[config.mk]
export PLATFORM = sky130hd
export DESIGN_NAME = imem_fetch_arbiter_flat
export DESIGN_NICKNAME = d
export VERILOG_FILES = /design/src/rtl/imem_fetch_arbiter_if.sv /design/src/rtl/imem_fetch_arbiter.sv /design/src/flat_wrapper.sv
export SDC_FILE = /design/constraint.sdc
export NUM_CORES = 1
export LEC_CHECK = 0
export BUFFER_PORTS_ARGS = -buffer_cell sky130_fd_sc_hd__buf_2
export CAP_MARGIN = 20
export CORE_ASPECT_RATIO = 1.5
export CORE_MARGIN = 2
export CORE_UTILIZATION = 55
export CTS_CLUSTER_DIAMETER = 80
export DETAILED_ROUTE_END_ITERATION = 7
export PLACE_DENSITY_LB_ADDON = 0.3
export SKIP_LAST_GASP = 1
export SLEW_MARGIN = 20
export SYNTH_ARGS = -nofsm -noshare
export SYNTH_HDL_FRONTEND = slang
export SYNTH_SLANG_ARGS = --single-unit
export TNS_END_PERCENT = 30
[constraint.sdc]
create_clock -name clk -period 8.9 [get_ports clk]
set_clock_uncertainty 0.05 [all_clocks]
set_input_delay 0.445 -clock clk [delete_from_list [all_inputs] [get_ports clk]]
set_output_delay 0.445 -clock clk [all_outputs]
set_load 0.005 [all_outputs]
[src/rtl/imem_fetch_arbiter_if.sv]
// Fetch, loader and memory-side signals of the instruction memory arbiter.
// The slave modport faces the arbiter; the master modport faces its environment.
interface imem_fetch_arbiter_if #(
  parameter int ADDR_W = 6
);
  logic              fetch_req;
  logic [31:0]       fetch_pc;
  logic              fetch_gnt;
  logic              fetch_valid;
  logic [31:0]       fetch_instr;
  logic              fetch_err;
  logic              flush;
  logic              load_valid;
  logic [ADDR_W-1:0] load_addr;
  logic [7:0]        load_data;
  logic              load_ready;
  logic              load_err;
  logic [ADDR_W-1:0] mem_addr;
  logic              mem_we;
  logic [7:0]        mem_wdata;
  logic [7:0]        mem_rdata;
  logic              busy;

  modport slave (
    input  fetch_req, fetch_pc, flush,
    input  load_valid, load_addr, load_data,
    input  mem_rdata,
    output fetch_gnt, fetch_valid, fetch_instr,
    output fetch_err, load_ready, load_err,
    output mem_addr, mem_we, mem_wdata, busy
  );

  modport master (
    output fetch_req, fetch_pc, flush,
    output load_valid, load_addr, load_data,
    output mem_rdata,
    input  fetch_gnt, fetch_valid, fetch_instr,
    input  fetch_err, load_ready, load_err,
    input  mem_addr, mem_we, mem_wdata, busy
  );
endinterface

[src/rtl/imem_fetch_arbiter.sv]
// Shares a byte-wide sync-read instruction memory between fetch and loader.
// Fetches assemble four byte reads into a little-endian 32-bit word.
module imem_fetch_arbiter #(
  parameter int          MEM_BYTES = 36,
  parameter int          ADDR_W    = 6,
  parameter logic [31:0] NOP_INSTR = 32'h0000_0013
) (
  input logic clk,
  input logic reset,
  imem_fetch_arbiter_if.slave bus
);
  typedef enum logic [1:0] {IDLE, READ, DONE} state_t;
  typedef enum logic {LOAD, FETCH} req_t;

  localparam logic [32:0] LAST = 33'(MEM_BYTES - 1);

  state_t            state_q, state_d;
  req_t              last_q, last_d;
  logic [2:0]        cnt_q, cnt_d;
  logic [ADDR_W-1:0] pc_q, pc_d;
  logic              err_q, err_d;
  logic [23:0]       sh_q, sh_d;
  logic [31:0]       instr_q, instr_d;

  logic f_el, l_el, f_win, l_win, pc_bad;

  // 33-bit add so a pc near 2**32 cannot wrap into range
  assign pc_bad = (bus.fetch_pc[1:0] != 2'b00) ||
                  (({1'b0, bus.fetch_pc} + 33'd3) > LAST);

  assign f_el  = bus.fetch_req & ~bus.flush;
  assign l_el  = bus.load_valid;
  assign f_win = f_el & (~l_el | (last_q == LOAD));
  assign l_win = l_el & ~f_win;

  assign bus.fetch_instr = instr_q;
  assign bus.busy        = (state_q != IDLE);

  always_comb begin
    state_d         = state_q;
    last_d          = last_q;
    cnt_d           = cnt_q;
    pc_d            = pc_q;
    err_d           = err_q;
    sh_d            = sh_q;
    instr_d         = instr_q;
    bus.fetch_gnt   = 1'b0;
    bus.fetch_valid = 1'b0;
    bus.fetch_err   = 1'b0;
    bus.load_ready  = 1'b0;
    bus.load_err    = 1'b0;
    bus.mem_addr    = '0;
    bus.mem_we      = 1'b0;
    bus.mem_wdata   = 8'h00;
    unique case (state_q)
      IDLE: begin
        if (f_win) begin
          bus.fetch_gnt = 1'b1;
          last_d        = FETCH;
          pc_d          = bus.fetch_pc[ADDR_W-1:0];
          err_d         = pc_bad;
          cnt_d         = 3'd0;
          if (pc_bad) begin
            state_d = DONE;
            instr_d = NOP_INSTR;
          end else begin
            state_d = READ;
          end
        end else if (l_win) begin
          bus.load_ready = 1'b1;
          last_d         = LOAD;
          if (int'(bus.load_addr) < MEM_BYTES) begin
            bus.mem_we    = 1'b1;
            bus.mem_addr  = bus.load_addr;
            bus.mem_wdata = bus.load_data;
          end else begin
            bus.load_err = 1'b1;
          end
        end
      end
      READ: begin
        if (cnt_q < 3'd4) begin
          bus.mem_addr = pc_q + ADDR_W'(cnt_q);
        end
        if (cnt_q == 3'd4) begin
          instr_d = {bus.mem_rdata, sh_q};
          state_d = DONE;
        end else begin
          cnt_d = cnt_q + 3'd1;
          if (cnt_q != 3'd0) begin
            sh_d = {bus.mem_rdata, sh_q[23:8]};
          end
        end
        if (bus.flush) begin
          state_d = IDLE;
          instr_d = instr_q;
        end
      end
      DONE: begin
        bus.fetch_valid = ~bus.flush;
        bus.fetch_err   = err_q & ~bus.flush;
        state_d         = IDLE;
      end
      default: state_d = IDLE;
    endcase
  end

  always_ff @(posedge clk) begin
    if (reset) begin
      state_q <= IDLE;
      last_q  <= LOAD;
      cnt_q   <= 3'd0;
      pc_q    <= '0;
      err_q   <= 1'b0;
      sh_q    <= 24'h0;
      instr_q <= 32'h0;
    end else begin
      state_q <= state_d;
      last_q  <= last_d;
      cnt_q   <= cnt_d;
      pc_q    <= pc_d;
      err_q   <= err_d;
      sh_q    <= sh_d;
      instr_q <= instr_d;
    end
  end
endmodule

[src/flat_wrapper.sv]
// flat-port wrapper written by rule: the top's interface ports become plain ports
module imem_fetch_arbiter_flat 
#(
  parameter int          MEM_BYTES = 36,
  parameter int          ADDR_W    = 6,
  parameter logic [31:0] NOP_INSTR = 32'h0000_0013
)
  (clk, reset, bus_fetch_req, bus_fetch_pc, bus_flush, bus_load_valid, bus_load_addr, bus_load_data, bus_mem_rdata, bus_fetch_gnt, bus_fetch_valid, bus_fetch_instr, bus_fetch_err, bus_load_ready, bus_load_err, bus_mem_addr, bus_mem_we, bus_mem_wdata, bus_busy);
  imem_fetch_arbiter_if #(.ADDR_W(ADDR_W)) bus_i ();
  input logic clk;
  input logic reset;
  input wire logic [$bits(bus_i.fetch_req)-1:0] bus_fetch_req;
  input wire logic [$bits(bus_i.fetch_pc)-1:0] bus_fetch_pc;
  input wire logic [$bits(bus_i.flush)-1:0] bus_flush;
  input wire logic [$bits(bus_i.load_valid)-1:0] bus_load_valid;
  input wire logic [$bits(bus_i.load_addr)-1:0] bus_load_addr;
  input wire logic [$bits(bus_i.load_data)-1:0] bus_load_data;
  input wire logic [$bits(bus_i.mem_rdata)-1:0] bus_mem_rdata;
  output wire logic [$bits(bus_i.fetch_gnt)-1:0] bus_fetch_gnt;
  output wire logic [$bits(bus_i.fetch_valid)-1:0] bus_fetch_valid;
  output wire logic [$bits(bus_i.fetch_instr)-1:0] bus_fetch_instr;
  output wire logic [$bits(bus_i.fetch_err)-1:0] bus_fetch_err;
  output wire logic [$bits(bus_i.load_ready)-1:0] bus_load_ready;
  output wire logic [$bits(bus_i.load_err)-1:0] bus_load_err;
  output wire logic [$bits(bus_i.mem_addr)-1:0] bus_mem_addr;
  output wire logic [$bits(bus_i.mem_we)-1:0] bus_mem_we;
  output wire logic [$bits(bus_i.mem_wdata)-1:0] bus_mem_wdata;
  output wire logic [$bits(bus_i.busy)-1:0] bus_busy;
  assign bus_i.fetch_req = bus_fetch_req;
  assign bus_i.fetch_pc = bus_fetch_pc;
  assign bus_i.flush = bus_flush;
  assign bus_i.load_valid = bus_load_valid;
  assign bus_i.load_addr = bus_load_addr;
  assign bus_i.load_data = bus_load_data;
  assign bus_i.mem_rdata = bus_mem_rdata;
  assign bus_fetch_gnt = bus_i.fetch_gnt;
  assign bus_fetch_valid = bus_i.fetch_valid;
  assign bus_fetch_instr = bus_i.fetch_instr;
  assign bus_fetch_err = bus_i.fetch_err;
  assign bus_load_ready = bus_i.load_ready;
  assign bus_load_err = bus_i.load_err;
  assign bus_mem_addr = bus_i.mem_addr;
  assign bus_mem_we = bus_i.mem_we;
  assign bus_mem_wdata = bus_i.mem_wdata;
  assign bus_busy = bus_i.busy;
  imem_fetch_arbiter #(.MEM_BYTES(MEM_BYTES), .ADDR_W(ADDR_W), .NOP_INSTR(NOP_INSTR)) u_core (.clk(clk), .reset(reset), .bus(bus_i));
endmodule
==> flow_summary.json, run 1 <==
{
  "post_drt_wl_per_cell_um": 14.8,
  "synthCells": 540,
  "hp-start": "bus_mem_rdata[1]",
  "grt_max_degree": 70,
  "cp.arrival_ps": 3530,
  "p_per_area_nw_per_um2": 156,
  "p_leak_nw": 2.00,
  "clock_path_buffers": 2,
  "ctsResizeCount": 0,
  "io_buffers": 111,
  "drive_gt1_share_pct": 24.0,
  "r2r-end": "u_core.bus.fetch_instr[1]",
  "start_util_pct": 56.2,
  "crit_type": "in -> reg",
  "die_area_um2": 8050,
  "worst_path_max_delay_cell": "a2111oi_0",
  "gr-total-overflow": 0,
  "fin_crit_ps": 3340,
  "setup_viol": 0,
  "root_buffer": "clkbuf_8",
  "routed_wl_um": 10800,
  "ys_ff_latch": 69,
  "grt_pass1_vias": 3922,
  "via_per_inst": 5.91,
  "finalHoldViolCount": 0,
  "worstHoldEndpoint": "u_core.sh_q[17]",
  "synthTopCellsByCount": "105 x nand2_1, 69 x dfxtp_1, 67 x a21oi_1",
  "cp-start-kind": "input port",
  "cpPeakStageDelay_ps": 550,
  "cts_setup_buffers": 0,
  "chipWidth_um": 73.9,
  "yosysMostFrequentCell": "nand2_1",
  "tightest_slew_ps": 989,
  "numCtsBuffers": 9,
  "synth.area.top_cells": "dfxtp_1 34%, nand2_1 9.8%, a21oi_1 8.3%",
  "fin_crit_sh_pct": 37.5,
  "routabilityCongestion": 0.923,
  "grt_pass1_wl_um": 17300,
  "crit_fanout": 33,
  "die_h_um": 109,
  "endpoint_kind": "register",
  "drtPass1Iterations": 6,
  "worst_slack_ps": 5560,
  "synth-seq-area-share_pct": 34.2,
  "reg2regPathDepth": 7,
  "drt-initial-drc-count": 296,
  "clk-insertion-delay-late_ps": 350,
  "async_reset_ff_share_pct": 0,
  "drc": 0,
  "antenna_found_initial": 0,
  "synth_warnings": 0,
  "diodes": 0,
  "dpl_cell_area_um2": 4540,
  "finalSetupTns_ps": 0,
  "h-tree-depth": 3,
  "relSlewSlack_pct": 34.1,
  "synth.avg_cell_area_um2": 7.47,
  "yosysTopAreaCellShare_pct": 34.2,
  "min_path_cells": 3,
  "dp_slack_ps": 5220,
  "synth_top_cell_by_area": "dfxtp_1",
  "r2r_start": "u_core.cnt_q[1]",
  "critical_path.cell_chain": "buf_2 -> inv_1 -> ha_1 -> or2b_1 -> o41ai_1 -> a21oi_1 -> a2111oi_0 -> nand4_1 -> nor4_4 -> buf_4 -> a21oi_1 -> o31a_1",
  "io_pins": 112,
  "status": "finished clean",
  "max-vdd-ir-drop_mv": 0.0989,
  "crit_required_ps": 9090,
  "area_delta_synth_final_pct": 19.9,
  "dp_hpwl_um": 7420,
  "nets": 691,
  "cap_viol_max_count": 0,
  "worst_path_most_repeated_cell": "a21oi_1",
  "row_count": 38,
  "final-max-slew-violation-count": 0,
  "cts.sinks": 69,
  "syn_nets": 607,
  "cts_tree": "built",
  "hp-class": "in -> reg",
  "vias": 4308,
  "ant_nets": 0,
  "clk_pin_slew_worst_paths_ps": 80,
  "netlist_area_um2": 4030,
  "fmax_mhz": 299,
  "rsz0062_at_grt": "false",
  "reg2reg_slack_ps": 5850,
  "synth.distinct_cells": 56,
  "synth_enable_flop_cells": 0,
  "design_area_um2": 4840,
  "synthFlopType": "dfxtp_1",
  "ctsHoldBuffers": 0,
  "grt_use_total_pct": 26.8,
  "coreArea_um2": 7180
}
how the worst max path moves through the flow:
stage                               start                         to  slack [ps]  depth (start not counted)
after CTS                 bus_fetch_pc[0]  u_core.bus.fetch_instr[1]        5600                         12
after global routing      bus_fetch_pc[0]  u_core.bus.fetch_instr[1]        5330                         12
final                     bus_fetch_pc[0]  u_core.bus.fetch_instr[1]        5560                         12
after global placement    bus_fetch_pc[0]  u_core.bus.fetch_instr[0]        5320                         12
after floorplan           bus_fetch_pc[6]  u_core.bus.fetch_instr[0]        5740                          8
after detailed placement  bus_fetch_pc[0]  u_core.bus.fetch_instr[1]        5220                         12
routing by layer:
metal	GRT usage (%)	part of all wire, %	vias to the layer above
li1	-	-	2142
met1	30.0	39	2001
met2	47.6	53	142
met3	5.08	4.9	23
met4	12.5	2.4	0
met5	0	0	-
worst max-delay path, delay by kind of cell:
family / cells / cell delay [ps]
buffers and inverters: 3 / 600
adders and majority gates: 1 / 260
AOI/OAI and AO/OA: 5 / 1460
and+or+nand+nor: 3 / 760
through the flow:
| stage | util, % | instances | power [W] | hold slack, ps |
|---|---|---|---|---|
| after floorplan | - | 540 | 0.000356 | 386 |
| after CTS | 67.4 | 729 | 0.000755 | 280 |
| final | 67.4 | 729 | 0.000754 | 291 |
| after global placement | 63.3 | 713 | 0.000385 | 394 |
| after global routing | 67.4 | 729 | 0.000777 | 286 |
| after detailed placement | 63.3 | 713 | 0.000386 | 401 |
kinds of logic after synthesis:
| logic type | count (synthesis) | synth area share (%) |
|---|---|---|
| simple gates | 267 | 33.9 |
| mux | 2 | 0.651 |
| buf+inv | 51 | 5.99 |
| xor+xnor | 8 | 1.74 |
| flops | 69 | 34.2 |
| fa+ha+maj | 8 | 2.67 |
| compound gates | 135 | 20.8 |
layout make-up:
class / count / area (µm²)
multi-input cells: 420 / 2410
fillers: 622 / 2340
flip-flops and latches: 69 / 1380
repair buffers: 116 / 593
clock inverters: 6 / 158
clock buffers: 10 / 138
well taps: 100 / 125
inverters: 8 / 30.0
sequential cells by signal, summed over array words and instances, names as in the netlist:
name                    flops
u_core.cnt_q                3
u_core.state_q              2
u_core.last_q               1
u_core.bus.fetch_instr     32
u_core.err_q                1
u_core.sh_q                24
u_core.pc_q                 6
report_power, final:
group / switching [W] / internal, W
sequential: 0.00000205 / 0.000312
combinational: 0.0000394 / 0.0000273
clock: 0.000123 / 0.000250
placed cells by master (no fill, tap or decap), types with 6 or more instances in the layout:
cell        n
dfxtp_1    69
or2_2       6
buf_2     111
nor2_1     25
nand4_1    36
and2_1      9
and3_1     31
a31oi_1    30
inv_1       8
nand3_1     8
ha_1        7
clkbuf_8   10
a21oi_1    67
nor4_1     13
nor3_1     12
nand2_1   105
(Power assumes the default switching activity.)
==> inputs of run 2 (changes only) <==
--- a/config.mk
+++ b/config.mk
@@ -9,7 +9,7 @@
 export CAP_MARGIN = 20
 export CORE_ASPECT_RATIO = 1.5
 export CORE_MARGIN = 2
-export CORE_UTILIZATION = 55
+export CORE_UTILIZATION = 48
 export CTS_CLUSTER_DIAMETER = 80
 export DETAILED_ROUTE_END_ITERATION = 7
 export PLACE_DENSITY_LB_ADDON = 0.3
==> constraint.sdc (replaced) <==
create_clock -name clk -period 2.8 [get_ports clk]
set_clock_uncertainty 0.05 [all_clocks]
set_input_delay 0.14 -clock clk [delete_from_list [all_inputs] [get_ports clk]]
set_output_delay 0.14 -clock clk [all_outputs]
set_load 0.005 [all_outputs]
==> run 2 against run 1 <==
Compared with the run above: final cell count grew 6.2%; die area increased by 14%; non-clock buffer count grew 38; global-route usage increased by 0.17 points; clock power increased to 3.2 times the previous value.
==> flow_summary.json, run 2 (same netlist as run 1, synthesis figures left out) <==
{
  "status": "finished clean",
  "p_total_w": 0.00245,
  "via_per_inst": 5.83,
  "fin_crit_sh_pct": 94.7,
  "die_h_um": 116,
  "cp-start-kind": "input port",
  "critical_path.cell_chain": "buf_2 -> nand3_2 -> or4_4 -> or4_4 -> mux2_4 -> a2bb2oi_2 -> nor4_4 -> buf_12 -> nand4_1 -> a31oi_1",
  "mostFrequentLayoutCells": "111 x buf_2, 105 x nand2_1, 69 x dfxtp_1, 67 x a21oi_1, 42 x buf_4",
  "endpoint_kind": "register",
  "dp_hpwl_um": 8910,
  "drtPass1Iterations": 4,
  "gr-total-overflow": 0,
  "drive_gt1_share_pct": 28.6,
  "fmax_mhz": 377,
  "setup_viol": 0,
  "dp_cells": 758,
  "cpPeakStageDelay_ps": 560,
  "area_delta_synth_final_pct": 28.4,
  "clk-insertion-delay-late_ps": 330,
  "clockPowerShare_pct": 49.1,
  "max-vdd-ir-drop_mv": 0.354,
  "io_buffers": 111,
  "diodes": 0,
  "cp.arrival_ps": 2850,
  "coreArea_um2": 8310,
  "cap_viol_max_count": 0,
  "grt_pass1_wl_um": 20000,
  "ctsHoldBuffers": 0,
  "vias": 4509,
  "worst_path_max_delay_cell": "or4_4",
  "routed_wl_um": 12200,
  "fin_cells": 774,
  "crit_start": "bus_fetch_pc[6]",
  "ant_nets": 0,
  "fin_crit_ps": 2650,
  "p_leak_nw": 2.20,
  "rsz0062_at_grt": "false",
  "nFillCells": 788,
  "crit_required_ps": 3000,
  "path_buf_inv": 2,
  "drt-initial-drc-count": 258,
  "die_area_um2": 9170,
  "numCtsBuffers": 9,
  "cts_setup_buffers": 0,
  "clock_path_buffers": 2,
  "swShare_pct": 23.2,
  "crit_fanout": 32,
  "grt_max_degree": 38,
  "chipWidth_um": 78.9,
  "relSlewSlack_pct": 54.8,
  "crit_family": "simple AND/OR/NAND/NOR gates",
  "worst_path_most_repeated_cell": "or4_4",
  "r2r_start": "u_core.cnt_q[0]",
  "post_drt_wl_per_cell_um": 15.8,
  "drc": 0,
  "row_count": 41,
  "antenna_found_initial": 0,
  "cts.sinks": 69,
  "clk_pin_slew_worst_paths_ps": 60,
  "largest_register_ffs": 32,
  "finalHoldViolCount": 0,
  "cts_tree": "built",
  "io_pins": 112,
  "grt_use_total_pct": 26.9,
  "tightest_slew_ps": 679,
  "nets": 729,
  "internal-power_w": 0.00188,
  "h-tree-depth": 3,
  "root_buffer": "clkbuf_16",
  "finalSetupTns_ps": 0,
  "p_per_area_nw_per_um2": 473,
  "p_switching_w": 0.000567,
  "hp-class": "in -> reg",
  "layout_commonest_cell": "buf_2",
  "routabilityCongestion": 0.935,
  "combPwrFrac_pct": 10.1,
  "crit_type": "in -> reg",
  "grt_pass1_vias": 4281,
  "p_seq_share_pct": 40.8,
  "start_util_pct": 48.5,
  "hp-start": "bus_mem_rdata[7]",
  "final-max-slew-violation-count": 0
}
## run 2: power by group through the flow
stage / clock [W] / sequential [W] / combinational (W)
2_1_floorplan: 0 / 0.00102 / 0.000111
3_3_place_gp: 0 / 0.00102 / 0.000239
3_5_place_dp: 0 / 0.00102 / 0.000243
4_1_cts: 0.00122 / 0.000999 / 0.000244
5_1_grt: 0.00126 / 0.00100 / 0.000268
6_report: 0.00120 / 0.000999 / 0.000247
## run 2: per-stage QoR
| step | instance area [µm²] | worst slack [ps] | util, % | hold slack (ps) |
|---|---|---|---|---|
| 2_1_floorplan | 4030 | 4.08 | - | 226 |
| 6_report | 5180 | 149 | 62.3 | 6.43 |
| 3_3_place_gp | 4850 | -197 | 58.4 | 352 |
| 3_5_place_dp | 4850 | -220 | 58.4 | 357 |
| 4_1_cts | 5170 | 122 | 62.2 | 1.33 |
| 5_1_grt | 5180 | 23.4 | 62.3 | 14.3 |
## run 2: worst paths after layout
kind | cells past startpoint | endpoint | slack, ps
worst min-delay path | 3 | u_core.sh_q[23] | 6
worst min register to register | 2 | u_core.sh_q[1] | 410
worst max register to register | 8 | u_core.bus.fetch_instr[7] | 650
worst max-delay path | 10 | u_core.bus.fetch_instr[29] | 150
## run 2: final cells by class
| class | count | area [µm²] | area share, % |
|---|---|---|---|
| Clock buffer | 10 | 229 | 4.42 |
| Multi-Input combinational cell | 420 | 2430 | 46.9 |
| Inverter | 8 | 30.0 | 0.580 |
| Timing Repair Buffer | 154 | 891 | 17.2 |
| Clock inverter | 6 | 87.6 | 1.69 |
| Sequential cell | 69 | 1380 | 26.7 |
| Tap cell | 107 | 134 | 2.58 |
## run 2: layer usage
layer | vias to the layer above | track usage [%] | share of wire [%]
met4 | 0 | 11.0 | 2.3
met1 | 2120 | 30.5 | 39
met2 | 151 | 49.8 | 54
met3 | 24 | 4.64 | 4.8
li1 | 2214 | - | -
met5 | - | 0 | 0
## run 2: worst min-delay path, cell delays in order
cell	delay, ps
buf_2	110
nand2_1	50
a21oi_1	50
## run 2: repair_timing
item | 4_1_cts | 5_1_grt
endpoints found under the setup margin | 0 | 34
endpoints found under the hold margin | 0 | 0
gates resized for setup | 0 | 5
==> inputs of run 3 (changes only) <==
--- a/config.mk
+++ b/config.mk
@@ -12,7 +12,8 @@
 export CORE_UTILIZATION = 48
 export CTS_CLUSTER_DIAMETER = 80
 export DETAILED_ROUTE_END_ITERATION = 7
-export PLACE_DENSITY_LB_ADDON = 0.3
+export GPL_ROUTABILITY_DRIVEN = 1
+export PLACE_DENSITY = 0.8
 export SKIP_LAST_GASP = 1
 export SLEW_MARGIN = 20
 export SYNTH_ARGS = -nofsm -noshare
==> run 3 against run 2 <==
Compared with the run above: final area grew 1.3%; sequential share of layout area shrank 0.33 points; total power grew 15%; hold slack gained 5.5 ps; wire length shrank 2.2%; die area is the same; final cell count shrank 0.26%; utilization grew 0.78 points; fmax shrank 1.3%; register-to-register slack lost 360 ps; non-clock buffer count shrank 2; largest cell class unchanged.
==> flow_summary.json, run 3 (same netlist as run 1, synthesis figures left out) <==
{
  "gr-total-overflow": 0,
  "fin_cells": 772,
  "routabilityCongestion": 0.992,
  "path_buf_inv": 5,
  "clk-insertion-delay-late_ps": 340,
  "mostFrequentLayoutCells": "111 x buf_2, 105 x nand2_1, 69 x dfxtp_1, 67 x a21oi_1, 39 x buf_4",
  "grt_use_total_pct": 26.5,
  "critical_path.cell_chain": "buf_2 -> inv_1 -> ha_1 -> or2b_1 -> or2_2 -> buf_4 -> nor2_1 -> nand2_1 -> o311ai_0 -> buf_4 -> nor4_4 -> buf_6 -> a21o_2 -> a2111oi_0",
  "antenna_found_initial": 0,
  "layout_commonest_cell": "buf_2",
  "root_buffer": "clkbuf_16",
  "crit_family": "compound AO/OA/AOI/OAI gates",
  "regArea_um2": 1380,
  "fin_crit_ps": 2690,
  "grt_pass1_vias": 4232,
  "drt-initial-drc-count": 263,
  "nets": 727,
  "grt_max_degree": 42,
  "cts.sinks": 69,
  "hp-class": "in -> reg",
  "cts_tree": "built",
  "cp.depth": 14,
  "drive_gt1_share_pct": 28.3,
  "relSlewSlack_pct": 64.0,
  "crit_type": "in -> reg",
  "reg2reg_slack_ps": 290,
  "numCtsBuffers": 9,
  "clock_path_buffers": 2,
  "endpoint_kind": "register",
  "worst_path_most_repeated_cell": "buf_4",
  "nFillCells": 751,
  "die_area_um2": 9170,
  "fmax_mhz": 372,
  "crit_fanout": 17,
  "routed_wl_um": 11900,
  "status": "finished clean",
  "coreArea_um2": 8310,
  "post_drt_wl_per_cell_um": 15.5,
  "drc": 0,
  "dpl_cell_area_um2": 4820,
  "rsz0062_at_grt": "true",
  "start_util_pct": 48.5,
  "reg2regPathDepth": 8,
  "row_count": 41,
  "via_per_inst": 5.87,
  "worst_path_max_delay_cell": "o311ai_0",
  "diodes": 0,
  "hp-start": "bus_mem_rdata[5]",
  "max-vdd-ir-drop_mv": 0.340,
  "vias": 4528,
  "chipWidth_um": 78.9,
  "dp_hpwl_um": 8550,
  "tightest_slew_ps": 538,
  "r2r_start": "u_core.cnt_q[1]",
  "cp-start-kind": "input port",
  "hold_ws_ps": 11.9,
  "h-tree-depth": 3,
  "r2r-end": "u_core.bus.fetch_instr[8]",
  "finalSetupTns_ps": 0,
  "crit_required_ps": 2970,
  "io_buffers": 111,
  "die_h_um": 116,
  "dp_cells": 756,
  "io_pins": 112,
  "ant_nets": 0,
  "drtPass1Iterations": 5,
  "setup_viol": 0,
  "p_leak_nw": 2.23,
  "cp.arrival_ps": 2850,
  "p_per_area_nw_per_um2": 536,
  "grt_pass1_wl_um": 19500,
  "design_area_um2": 5250,
  "final-max-slew-violation-count": 0,
  "largest_register_ffs": 32,
  "fin_crit_sh_pct": 96.0,
  "worstHoldEndpoint": "u_core.sh_q[21]",
  "cap_viol_max_count": 0,
  "clk_pin_slew_worst_paths_ps": 60,
  "finalHoldViolCount": 0,
  "min_path_cells": 3,
  "area_delta_synth_final_pct": 30.1,
  "multi_input_area_um2": 2420,
  "cpPeakStageDelay_ps": 430
}
==> run 3: cell count changes in the layout (fill, tap and decap cells not counted), sizes merged <==
cell / before / now
clkbuf: 10 / 9
buf: 154 / 152
clkinv: 4 / 1
bufinv: 2 / 6
==> run 3: worst max-delay path by stage <==
stage	slack (ps)	to	startpoint
finish	110	u_core.state_q[1]	bus_fetch_pc[0]
global route	-30	u_core.bus.fetch_instr[24]	bus_fetch_pc[0]
CTS	70	u_core.bus.fetch_instr[17]	bus_fetch_pc[0]
detailed placement	-350	u_core.bus.fetch_instr[12]	bus_fetch_pc[0]
global placement	-250	u_core.state_q[1]	bus_fetch_pc[0]
floorplan	4	u_core.bus.fetch_instr[0]	bus_fetch_pc[6]
==> run 3: layout make-up <==
cell class,count,share of cell area [%]
inverter,8,0.572
clock inverter,7,3.53
clock buffer,9,4.29
timing repair buffer,152,16.6
tap,107,2.55
multi-input combinational,420,46.1
sequential,69,26.3
==> run 3: timing repair <==
action                                 CTS  global route
endpoints found under the hold margin    0             0
gates resized for setup                  1             3
setup endpoints to repair                3            34
pin swaps                                0             0
hold buffers                             0             0
setup buffers                            0             0
==> run 3: power by group <==
| part | internal, W | total, W | switching, W |
|---|---|---|---|
| sequential | 0.000992 | 0.000998 | 0.00000625 |
| clock | 0.00114 | 0.00157 | 0.000433 |
| combinational | 0.000109 | 0.000243 | 0.000134 |
| total | 0.00224 | 0.00281 | 0.000573 |
==> run 3: layer usage <==
metal | routed length, µm | global-route usage [%]
met3 | 547 | 4.25
met1 | 4530 | 29.4
met4 | 431 | 13.7
met2 | 6440 | 48.5
met5 | 0 | 0
==> run 3: through the flow <==
step / power [W] / setup slack [ps] / utilization [%]
after CTS: 0.00282 / 65.5 / 63.0
after detailed placement: 0.00126 / -350 / 58.0
final: 0.00281 / 113 / 63.1
after global routing: 0.00289 / -32.8 / 63.1
after floorplan: 0.00113 / 4.08 / -
after global placement: 0.00126 / -246 / 58.0
==> run 3: worst min-delay path, cell delays in order <==
cell	delay (ps)
buf_2	110
nand2_1	50
a21oi_1	50
